`src/rtl/issue_pkg.sv`:
```
// Shared types and decode helpers for the dual-issue stage.
// Holds the instruction format, the issue class enum and the register-zero constant.
package issue_pkg;

    localparam int unsigned REG_W = 5;
    localparam logic [REG_W-1:0] REG_ZERO = '0;

    typedef enum logic [3:0] {
        OpNop, OpAdd, OpLd, OpSt, OpMul, OpDiv, OpBr, OpJmp, OpCsr, OpBar, OpIdle, OpErtn
    } op_t;

    typedef enum logic [2:0] {
        InstAlu, InstMem, InstBr, InstMulDiv, InstPriv
    } inst_class_t;

    typedef struct packed {
        op_t                  op;
        logic [1:0][REG_W-1:0] r_reg;
        logic [REG_W-1:0]      w_reg;
    } decode_info_t;

    typedef struct packed {
        logic [31:0]  pc;
        decode_info_t info;
    } inst_t;

    function automatic inst_class_t get_inst_class(decode_info_t di);
        inst_class_t cls;
        case (di.op)
            OpLd, OpSt:                      cls = InstMem;
            OpBr, OpJmp:                     cls = InstBr;
            OpMul, OpDiv:                    cls = InstMulDiv;
            OpCsr, OpBar, OpIdle, OpErtn:    cls = InstPriv;
            default:                         cls = InstAlu;
        endcase
        return cls;
    endfunction

    // Stores also classify as MEM, but carry w_reg == 0 so they never mark a register.
    function automatic logic is_long_latency(inst_class_t cls);
        return (cls == InstMem) || (cls == InstMulDiv);
    endfunction

endpackage

```
`src/rtl/issue_scoreboard.sv`:
```
// Register-busy scoreboard for long-latency producers.
// Busy queries see same-cycle writeback clears so a waiting consumer can issue on the wb cycle.
module issue_scoreboard
    import issue_pkg::*;
#(
    parameter int unsigned NUM_WB_PORTS = 2,
    parameter int unsigned REG_NUM      = 32
) (
    input  logic                                clk,
    input  logic                                rst,
    input  logic                                flush_i,
    input  logic [1:0]                          set_valid_i,
    input  logic [1:0][REG_W-1:0]               set_reg_i,
    input  logic [NUM_WB_PORTS-1:0]             wb_valid_i,
    input  logic [NUM_WB_PORTS-1:0][REG_W-1:0]  wb_reg_i,
    input  logic [1:0][2:0][REG_W-1:0]          query_reg_i,
    output logic [1:0][2:0]                     query_busy_o
);

    logic [REG_NUM-1:0] busy_q, busy_d;
    logic [REG_NUM-1:0] clr_vec, set_vec, busy_eff;

    always_comb begin
        clr_vec = '0;
        set_vec = '0;
        for (int r = 1; r < REG_NUM; r++) begin
            for (int k = 0; k < NUM_WB_PORTS; k++) begin
                if (wb_valid_i[k] && wb_reg_i[k] == REG_W'(r)) clr_vec[r] = 1'b1;
            end
            for (int s = 0; s < 2; s++) begin
                if (set_valid_i[s] && set_reg_i[s] == REG_W'(r)) set_vec[r] = 1'b1;
            end
        end
    end

    assign busy_eff = busy_q & ~clr_vec;

    // Set applied after clear: a newly issued producer is younger than the writeback.
    always_comb begin
        busy_d = busy_eff | set_vec;
        if (flush_i) busy_d = '0;
    end

    always_ff @(posedge clk or posedge rst) begin
        if (rst) busy_q <= '0;
        else     busy_q <= busy_d;
    end

    always_comb begin
        query_busy_o = '0;
        for (int s = 0; s < 2; s++) begin
            for (int q = 0; q < 3; q++) begin
                for (int r = 1; r < REG_NUM; r++) begin
                    if (query_reg_i[s][q] == REG_W'(r)) query_busy_o[s][q] = busy_eff[r];
                end
            end
        end
    end

endmodule

```
`src/rtl/dual_issue_ctrl.sv`:
```
// In-order dual-issue stage: picks 0/1/2 FIFO heads and registers them into the issue latch.
// Define ISSUE_PERF_CNT_EN to add saturating dual/single/zero issue counters on perf_cnt_o.
module dual_issue_ctrl
    import issue_pkg::*;
#(
    parameter int unsigned NUM_WB_PORTS = 2,
    parameter int unsigned REG_NUM      = 32
) (
    input  logic                                clk,
    input  logic                                rst,
    input  inst_t [1:0]                         inst_i,
    input  logic [1:0]                          inst_valid_i,
    output logic [1:0]                          issue_num_o,
    output logic                                backend_stall_o,
    input  logic                                flush_i,
    input  logic                                exe_ready_i,
    input  logic [NUM_WB_PORTS-1:0]             wb_valid_i,
    input  logic [NUM_WB_PORTS-1:0][REG_W-1:0]  wb_reg_i,
    output inst_t [1:0]                         issue_inst_o,
`ifdef ISSUE_PERF_CNT_EN
    output logic [2:0][31:0]                    perf_cnt_o,
`endif
    output logic [1:0]                          issue_valid_o
);

    inst_t [1:0]      inst_q;
    logic [1:0]       valid_q;
    inst_class_t      cls0, cls1;
    logic [1:0][2:0][REG_W-1:0] query_reg;
    logic [1:0][2:0]  query_busy;
    logic [1:0]       hz;
    logic             can_accept;
    logic             raw, waw, pair_ok;
    logic             slot0_iss, slot1_iss;
    logic [1:0]       set_valid;
    logic [1:0][REG_W-1:0] set_reg;

    assign cls0 = get_inst_class(inst_i[0].info);
    assign cls1 = get_inst_class(inst_i[1].info);

    always_comb begin
        for (int s = 0; s < 2; s++) begin
            query_reg[s][0] = inst_i[s].info.r_reg[0];
            query_reg[s][1] = inst_i[s].info.r_reg[1];
            query_reg[s][2] = inst_i[s].info.w_reg;
            hz[s] = ((inst_i[s].info.r_reg[0] != REG_ZERO) && query_busy[s][0])
                  | ((inst_i[s].info.r_reg[1] != REG_ZERO) && query_busy[s][1])
                  | ((inst_i[s].info.w_reg    != REG_ZERO) && query_busy[s][2]);
        end
    end

    assign can_accept      = ~valid_q[0] | exe_ready_i;
    assign backend_stall_o = ~can_accept;

    always_comb begin
        raw = (inst_i[0].info.w_reg != REG_ZERO)
            && ((inst_i[1].info.r_reg[0] == inst_i[0].info.w_reg)
             || (inst_i[1].info.r_reg[1] == inst_i[0].info.w_reg));
        waw = (inst_i[0].info.w_reg != REG_ZERO)
            && (inst_i[1].info.w_reg == inst_i[0].info.w_reg);
        pair_ok = ~raw & ~waw
                & ~((cls0 == InstMem) && (cls1 == InstMem))
                & ~((cls0 == InstBr)  && (cls1 == InstBr))
                & (cls0 != InstPriv) & (cls1 != InstPriv);
    end

    // rst gating keeps the combinational pop count at zero during reset.
    assign slot0_iss   = ~rst & inst_valid_i[0] & ~hz[0] & can_accept & ~flush_i;
    assign slot1_iss   = slot0_iss & inst_valid_i[1] & ~hz[1] & pair_ok;
    assign issue_num_o = {slot1_iss, slot0_iss & ~slot1_iss};

    always_comb begin
        set_valid[0] = slot0_iss & is_long_latency(cls0);
        set_valid[1] = slot1_iss & is_long_latency(cls1);
        set_reg[0]   = inst_i[0].info.w_reg;
        set_reg[1]   = inst_i[1].info.w_reg;
    end

    issue_scoreboard #(
        .NUM_WB_PORTS (NUM_WB_PORTS),
        .REG_NUM      (REG_NUM)
    ) u_sb (
        .clk          (clk),
        .rst          (rst),
        .flush_i      (flush_i),
        .set_valid_i  (set_valid),
        .set_reg_i    (set_reg),
        .wb_valid_i   (wb_valid_i),
        .wb_reg_i     (wb_reg_i),
        .query_reg_i  (query_reg),
        .query_busy_o (query_busy)
    );

    always_ff @(posedge clk or posedge rst) begin
        if (rst) begin
            inst_q  <= '0;
            valid_q <= '0;
        end else if (flush_i) begin
            valid_q <= '0;
        end else if (can_accept) begin
            inst_q  <= inst_i;
            valid_q <= {slot1_iss, slot0_iss};
        end
    end

    assign issue_inst_o  = inst_q;
    assign issue_valid_o = valid_q;

`ifdef ISSUE_PERF_CNT_EN
    // Index 0 = dual, 1 = single, 2 = zero issue cycles.
    logic [2:0][31:0] cnt_q;
    logic [2:0]       cnt_inc;

    always_comb begin
        cnt_inc    = '0;
        cnt_inc[0] = inst_valid_i[0] && (issue_num_o == 2'd2);
        cnt_inc[1] = inst_valid_i[0] && (issue_num_o == 2'd1);
        cnt_inc[2] = inst_valid_i[0] && (issue_num_o == 2'd0);
    end

    always_ff @(posedge clk or posedge rst) begin
        if (rst) begin
            cnt_q <= '0;
        end else begin
            for (int i = 0; i < 3; i++) begin
                if (cnt_inc[i] && (cnt_q[i] != '1)) cnt_q[i] <= cnt_q[i] + 32'd1;
            end
        end
    end

    assign perf_cnt_o = cnt_q;
`endif

endmodule

```
`config.mk`:
```
export PLATFORM = sky130hd
export DESIGN_NAME = dual_issue_ctrl
export DESIGN_NICKNAME = d
export VERILOG_FILES = /design/src/rtl/issue_pkg.sv /design/src/rtl/issue_scoreboard.sv /design/src/rtl/dual_issue_ctrl.sv
export SDC_FILE = /design/constraint.sdc
export NUM_CORES = 1
export LEC_CHECK = 0
export ABC_CLOCK_PERIOD_IN_PS = 23000
export CORE_AREA = 4 4 252 131
export DETAILED_ROUTE_END_ITERATION = 7
export DIE_AREA = 0 0 256 135
export GPL_TIMING_DRIVEN = 0
export SYNTH_ARGS = -nofsm -noshare
export SYNTH_HDL_FRONTEND = slang
export SYNTH_SLANG_ARGS = --single-unit
```
`constraint.sdc`:
```
create_clock -name clk -period 23 [get_ports clk]
set_clock_uncertainty 0.1 [all_clocks]
set_input_delay 6.9 -clock clk [delete_from_list [all_inputs] [get_ports clk]]
set_output_delay 6.9 -clock clk [all_outputs]
set_load 0.03 [all_outputs]
```
Yosys cells after proc, flatten, opt, wreduce, memory -nomap -nowiden
Memory sizes are Yosys's and may differ from the RTL's.
Cells that the tools add are included.
{"block": "classes", "n_addsub": 0, "n_mul": 0, "n_div": 0, "magnitude_cmp": 0, "eq_ne": 259, "n_shift": 0, "n_mux": 313, "bitwise": 34, "reduce_logical": 145}
{"cell": "== test 5 bit (second input constant)", "n": 128}
{"cell": "== test 5 x 4 -> 1 bit (second input constant)", "n": 64}
{"cell": "2-to-1 mux 1 bit", "n": 310}
{"cell": "== test 5 x 3 -> 1 bit (second input constant)", "n": 32}
{"cell": "logical AND 1 bit", "n": 134}
{"cell": "== test 5 x 2 -> 1 bit (second input constant)", "n": 16}
{"cell": "== test 5 x 1 -> 1 bit (second input constant)", "n": 8}
{"cell": "AND 32 bit", "n": 1}
{"cell": "2-to-1 mux 32 bit", "n": 1}
{"cell": "NOT 32 bit", "n": 1}
{"cell": "bitwise OR 32 bit", "n": 1}
{"cell": "nonzero test 5 bit", "n": 6}
{"cell": "AND 1 bit", "n": 15}
{"cell": "== test 5 bit", "n": 3}
{"cell": "== test 3 x 2 -> 1 bit (second input constant)", "n": 4}
{"cell": "NOT 1 bit", "n": 11}
{"cell": "== test 3 x 1 -> 1 bit (second input constant)", "n": 2}
{"cell": "inequality test 3 bit (second input constant)", "n": 2}
{"cell": "bitwise OR 1 bit", "n": 5}
{"cell": "2-to-1 mux 2 bit", "n": 2}
{"cell": "logical OR 1 bit", "n": 3}
{"cell": "AND reduction 2 bit", "n": 1}
{"cell": "nonzero test 2 bit", "n": 1}
{"block": "totals", "regBits": 136, "latchBits": 0, "mem_bits_rw": 0, "mem_bits_ro": 96, "input_bits": 120, "output_inout_bits": 107, "word_cells": 765, "n_memories": 2}
{"name": "(no name shown)", "depth": 16, "width": 3, "read_ports": 1, "rd_clocked_by_memory_dff": 0, "wr": 0, "line": "issue_pkg.sv:29", "rtl": "case (di.op)"}
{"name": "(no name shown)", "depth": 16, "width": 3, "read_ports": 1, "rd_clocked_by_memory_dff": 0, "wr": 0, "line": "issue_pkg.sv:29"}

Longest topological paths before layout
{"block": "logic_depth", "ltp_word": 52, "ltp_mapped": 14}

Modules after synthesis
A second synthesis with hierarchy kept.
{"block": "unflattened", "hier_cells": 964, "area_unflattened_um2": 8998.6}
{"module": "issue_scoreboard", "instances": 1, "cells_per_inst": 686, "area_each_um2": 4768.3, "seq_area_each_um2": 775.7}
{"module": "dual_issue_ctrl", "instances": 1, "cells_per_inst": 278, "area_each_um2": 4230.3, "seq_area_each_um2": 2602.5}

Worst setup path before layout
No wires, ideal clock.
{"block": "synth_timing", "kind": "in2out", "from": "input rst", "to": "output issue_num_o[0]", "arrival_time_ps": 11548, "slack_ps": 4452, "path_stages": 8, "cell_sequence": "inv_1 > o2111ai_1 > a31oi_1 > o21ai_0 > or4_1 > buf_2 > clkbuf_1 > nor2_1"}
{"block": "synth_via", "elab_chain_len": 10}
{"item": "start, declared", "line": "dual_issue_ctrl.sv:10", "rtl": "input logic rst,"}
{"item": "NOT 1 bit (*)", "line": "dual_issue_ctrl.sv:68", "rtl": "assign slot0_iss = ~rst & inst_valid_i[0] & ~hz[0] & can_accept & ~flush_i;"}
{"item": "AND 1 bit (*) (4 in a row)", "line": "dual_issue_ctrl.sv:68"}
{"item": "AND 1 bit (3 in a row)", "line": "dual_issue_ctrl.sv:69", "rtl": "assign slot1_iss = slot0_iss & inst_valid_i[1] & ~hz[1] & pair_ok;"}
{"item": "NOT 1 bit", "line": "dual_issue_ctrl.sv:70", "rtl": "assign issue_num_o = {slot1_iss, slot0_iss & ~slot1_iss};"}
{"item": "AND 1 bit (*)", "line": "dual_issue_ctrl.sv:70"}
{"item": "end, declared", "line": "dual_issue_ctrl.sv:13", "rtl": "output logic [1:0] issue_num_o,"}
Every way passes the cells marked *; elsewhere a longest branch is shown, timed or not.

Worst setup path after layout
{"block": "layout_timing", "from": "input wb_reg_i[8] (netlist name)", "to": "output issue_num_o[1]"}
{"block": "layout_via", "elab_chain_len": 46, "word_cells_on_any_way": 299}
{"item": "start, declared", "line": "dual_issue_ctrl.sv:18", "rtl": "input logic [NUM_WB_PORTS-1:0][REG_W-1:0] wb_reg_i,"}
{"item": "== test 5 x 1 -> 1 bit", "line": "issue_scoreboard.sv:28", "rtl": "if (wb_valid_i[k] && wb_reg_i[k] == REG_W'(r)) clr_vec[r] = 1'b1;"}
{"item": "logical AND 1 bit", "line": "issue_scoreboard.sv:28"}
{"item": "2-to-1 mux 1 bit", "line": "issue_scoreboard.sv:28"}
{"item": "NOT 32 bit (*)", "line": "issue_scoreboard.sv:36", "rtl": "assign busy_eff = busy_q & ~clr_vec;"}
{"item": "AND 32 bit (*)", "line": "issue_scoreboard.sv:36"}
{"item": "2-to-1 mux 1 bit (31 in a row)", "line": "issue_scoreboard.sv:54", "rtl": "if (query_reg_i[s][q] == REG_W'(r)) query_busy_o[s][q] = busy_eff[r];"}
{"item": "logical AND 1 bit (on tied branches)", "line": "dual_issue_ctrl.sv:46, dual_issue_ctrl.sv:47"}
{"item": "bitwise OR 1 bit", "line": "dual_issue_ctrl.sv:47", "rtl": "| ((inst_i[s].info.r_reg[1] != REG_ZERO) && query_busy[s][1])"}
{"item": "bitwise OR 1 bit", "line": "dual_issue_ctrl.sv:48", "rtl": "| ((inst_i[s].info.w_reg != REG_ZERO) && query_busy[s][2]);"}
{"item": "NOT 1 bit", "line": "dual_issue_ctrl.sv:68"}
{"item": "AND 1 bit (3 in a row)", "line": "dual_issue_ctrl.sv:68"}
{"item": "AND 1 bit", "line": "dual_issue_ctrl.sv:69"}
{"item": "AND 1 bit (*) (2 in a row)", "line": "dual_issue_ctrl.sv:69"}
Marked as above.

==> run_results.csv <==
group,metric,value,unit
outcome,status,"finished, violations left",
outcome,violations,"capacitance limit, slew limit",
layout,stdcell_count,1658,
synthesis,synthesis.nets,1118,
setup_path,setup.worst_path.class,"in -> out",
sta,max_slew_margin,-3.97,%
route,firstDrtPassIters,5,
setup_path,slowest_stage,"o221ai_1",
sta,fmax,0.0511,GHz
layout,layout_common_cells,"clkdlybuf4s50_1 (214), dfrtp_1 (135), mux2_2 (105)",
sta,setup_tns,0,ns
clocking,cts.sinks,135,
place,placed_area,11900,um2
route,routed_wl,45900,um
synthesis,yosys_warnings,0,
power_and_ir_drop,p_leak,0.00442,uW
layout,nets,1355,
setup_path,cp.arrival,12.57,ns
floorplanning,die_h,135,um
route,ant_nets,0,
clocking,post_cts_buffers,0,
layout,drive_gt1_share,14.7,%
setup_path,path_max_fanout,10,
route,routedWlPerCell,27.7,um
route,drt_iter0_markers,1311,
route,wl_met3,7460,um
place,hpwl,34900,um
sta,fin_crit,19.57,ns
place,placed_cells,1624,
clocking,cts_buffers,17,
setup_path,cp_cell_sequence,"clkdlybuf4s50_1 > nand4bb_1 > o221ai_1 > nor3_1 > nor4_1 > o311ai_0 > a2111oi_2 > a211oi_1 > or4_1 > buf_2 > buf_2 > nand2b_1 > nor2_1 > buf_4 > clkdlybuf4s50_1",
clocking,cts_buffer_depth,2,
clocking,cts_tree,"yes",
synthesis,synth-seq-cells,135,
synthesis,seq_area_frac_synth,37.0,%
synthesis,synth_ff_type,"dfrtp_1",
synthesis,syn_area,9130,um2
place,place_ws,3.68,ns
place,place_congestion,1.03,
job,cap_viol_max_count,2,
floorplanning,ios,227,
global_route,grt_antenna_before_repair,0,
sta,period_share,85.1,%
global_route,grt_pass1_vias,9395,
synthesis,synth_cell_type_count,75,
setup_path,critPathBufInv,5,
floorplanning,coreArea,31000,um2
sta,worstMarginPinSlew,1.56,ns
floorplanning,rows,46,
hold_path,hp-class,"reg -> reg",
floorplanning,die_w,256,um
floorplanning,start_util,29.5,%
setup_path,slowest_delay,1.32,ns
synthesis,async_flop_share,100,%
sta,hold_violations,0,
floorplanning,fp.dieArea,34600,um2
layout,layout_commonest_cell,"clkdlybuf4s50_1",
power_and_ir_drop,cellPowerDensity,60.5,nW/um2
sta,slew_violations,15,
route,avgViaCountPerCell,6.07,
route,highest_layer,"met4",
power_and_ir_drop,ir_worst_vdd,0.0000537,V
route,vias,10062,
synthesis,avgSynthCellArea,9.15,um2
clocking,cts-resized-gates,0,
route,wl_met1,21100,um
global_route,track_usage,25.8,%
power_and_ir_drop,total_power,753,uW
clocking,cts_hold_buf,0,
setup_path,start_kind,"input pin",
global_route,grt_pass1_wl,65600,um
global_route,overflow,0,
sta,worst_slack,3.43,ns
layout,final_area,12500,um2
route,drc,0,
global_route,grt_max_degree,78,
synthesis,synth_edf_count,0,
synthesis,synthCells,998,
setup_path,critPathRequiredTime,16.00,ns
clocking,path_clk_slew,0.07,ns
sta,setup_violations,0,
clocking,insertion_delay,0.46,ns
setup_path,end_kind,"output pin",
clocking,cts-root-buf,"clkbuf_16",
clocking,htree_num_levels,4,
setup_path,crit_family,"compound AO/OA/AOI/OAI gates",
route,dr_wl_met2,16500,um
sta,rsz0062_at_grt,"no",
layout,area_delta_synth_final,36.5,%
place,portBuffers,214,
worst register-to-register path, delay by kind of cell, from the launching register on:
family / cells / cell delay, ns
AOI/OAI and AO/OA: 5 / 2.82
DFF: 1 / 0.37
and+or+nand+nor: 4 / 1.41
final timing paths:
| path | startpoint | end | slack, ns | cells after the start |
|---|---|---|---|---|
| worst min register to register | issue_valid_o[1] | issue_valid_o[1] | 0.40 | 2 |
| min in group asynchronous | rst | issue_inst_o[30] | 6.79 | 2 |
| worst max register to register | u_sb.busy_q[16] | u_sb.busy_q[1] | 18.11 | 9 |
| worst max-delay path | wb_reg_i[8] | issue_num_o[1] | 3.43 | 15 |
| worst min-delay path | issue_valid_o[1] | issue_valid_o[1] | 0.40 | 2 |
| max in group asynchronous | rst | issue_inst_o[18] | 15.20 | 3 |
where the power goes:
group | switching [uW] | internal (uW) | total [uW]
logic | 126 | 88.9 | 215
registers | 11.1 | 259 | 270
clock network | 127 | 142 | 269
total | 264 | 490 | 753
cells in the mapped netlist, drive strengths merged, types with 4 or more instances:
library cell    n  area [um2]
dfrtp         135        3380
mux2          106        1190
nand2          89         334
nor2           69         259
clkbuf         65         244
o21ai          61         305
nor3           45         225
nand3          30         150
o221ai         28         263
o32a           28         280
a21oi          27         135
nand2b         21         131
a31oi          20         125
inv            18        67.6
o22ai          17         106
o31ai          14         105
nor2b          12        75.1
nor4           12        75.1
o211ai         11        82.6
or2            11        68.8
xnor2          11        96.3
buf             9        42.5
or3             9        56.3
a211oi          8        60.1
o221a           8        90.1
xor2            8        70.1
and2            7        43.8
and3            7        43.8
nand3b          7        52.6
nand4b          7        61.3
o32ai           7        61.3
mux2i           6        60.1
nand4bb         6        67.6
or4             6        45.0
o2111ai         5        43.8
a2111oi         4        47.6
a221oi          4        35.0
a32oi           4        35.0
nand4           4        25.0
nor3b           4        30.0
o21a            4        30.0
flip-flops by register name, indices dropped and copies added (netlist names):
register,cells
issue_inst_o,102
issue_valid_o,2
u_sb.busy_q,31
metal layers:
| layer | vias to the layer above | track usage [%] |
|---|---|---|
| met5 | - | 0 |
| met4 | 0 | 6.33 |
| met3 | 65 | 14.4 |
| met2 | 745 | 30.8 |
| met1 | 4939 | 38.5 |
| li1 | 4313 | - |
logic make-up after synthesis:
family / after synthesis / synth area share [%]
mux: 113 / 14.0
compound gates: 284 / 23.2
flops: 135 / 37.0
simple gates: 355 / 20.1
buf+inv: 92 / 3.88
xor+xnor: 19 / 1.82
per-stage QoR:
step / util [%] / hold WS (ns)
after detailed placement: 38.4 / 0.394
after global routing: 40.2 / 0.418
after floorplan: - / 0.515
final: 40.2 / 0.398
after CTS: 40.2 / 0.410
after global placement: 38.0 / 0.382
cell type report:
type                       instances  area (um2)
inverter                          18        72.6
multi-input combinational        771        5450
sequential                       135        3380
buffer                            74         287
fill                            3082       18500
timing repair buffer             218        2200
tap                              408         510
antenna                            2        5.00
clock inverter                    15         131
clock buffer                      17         425
No activity file was read; power rests on OpenSTA's default activity.
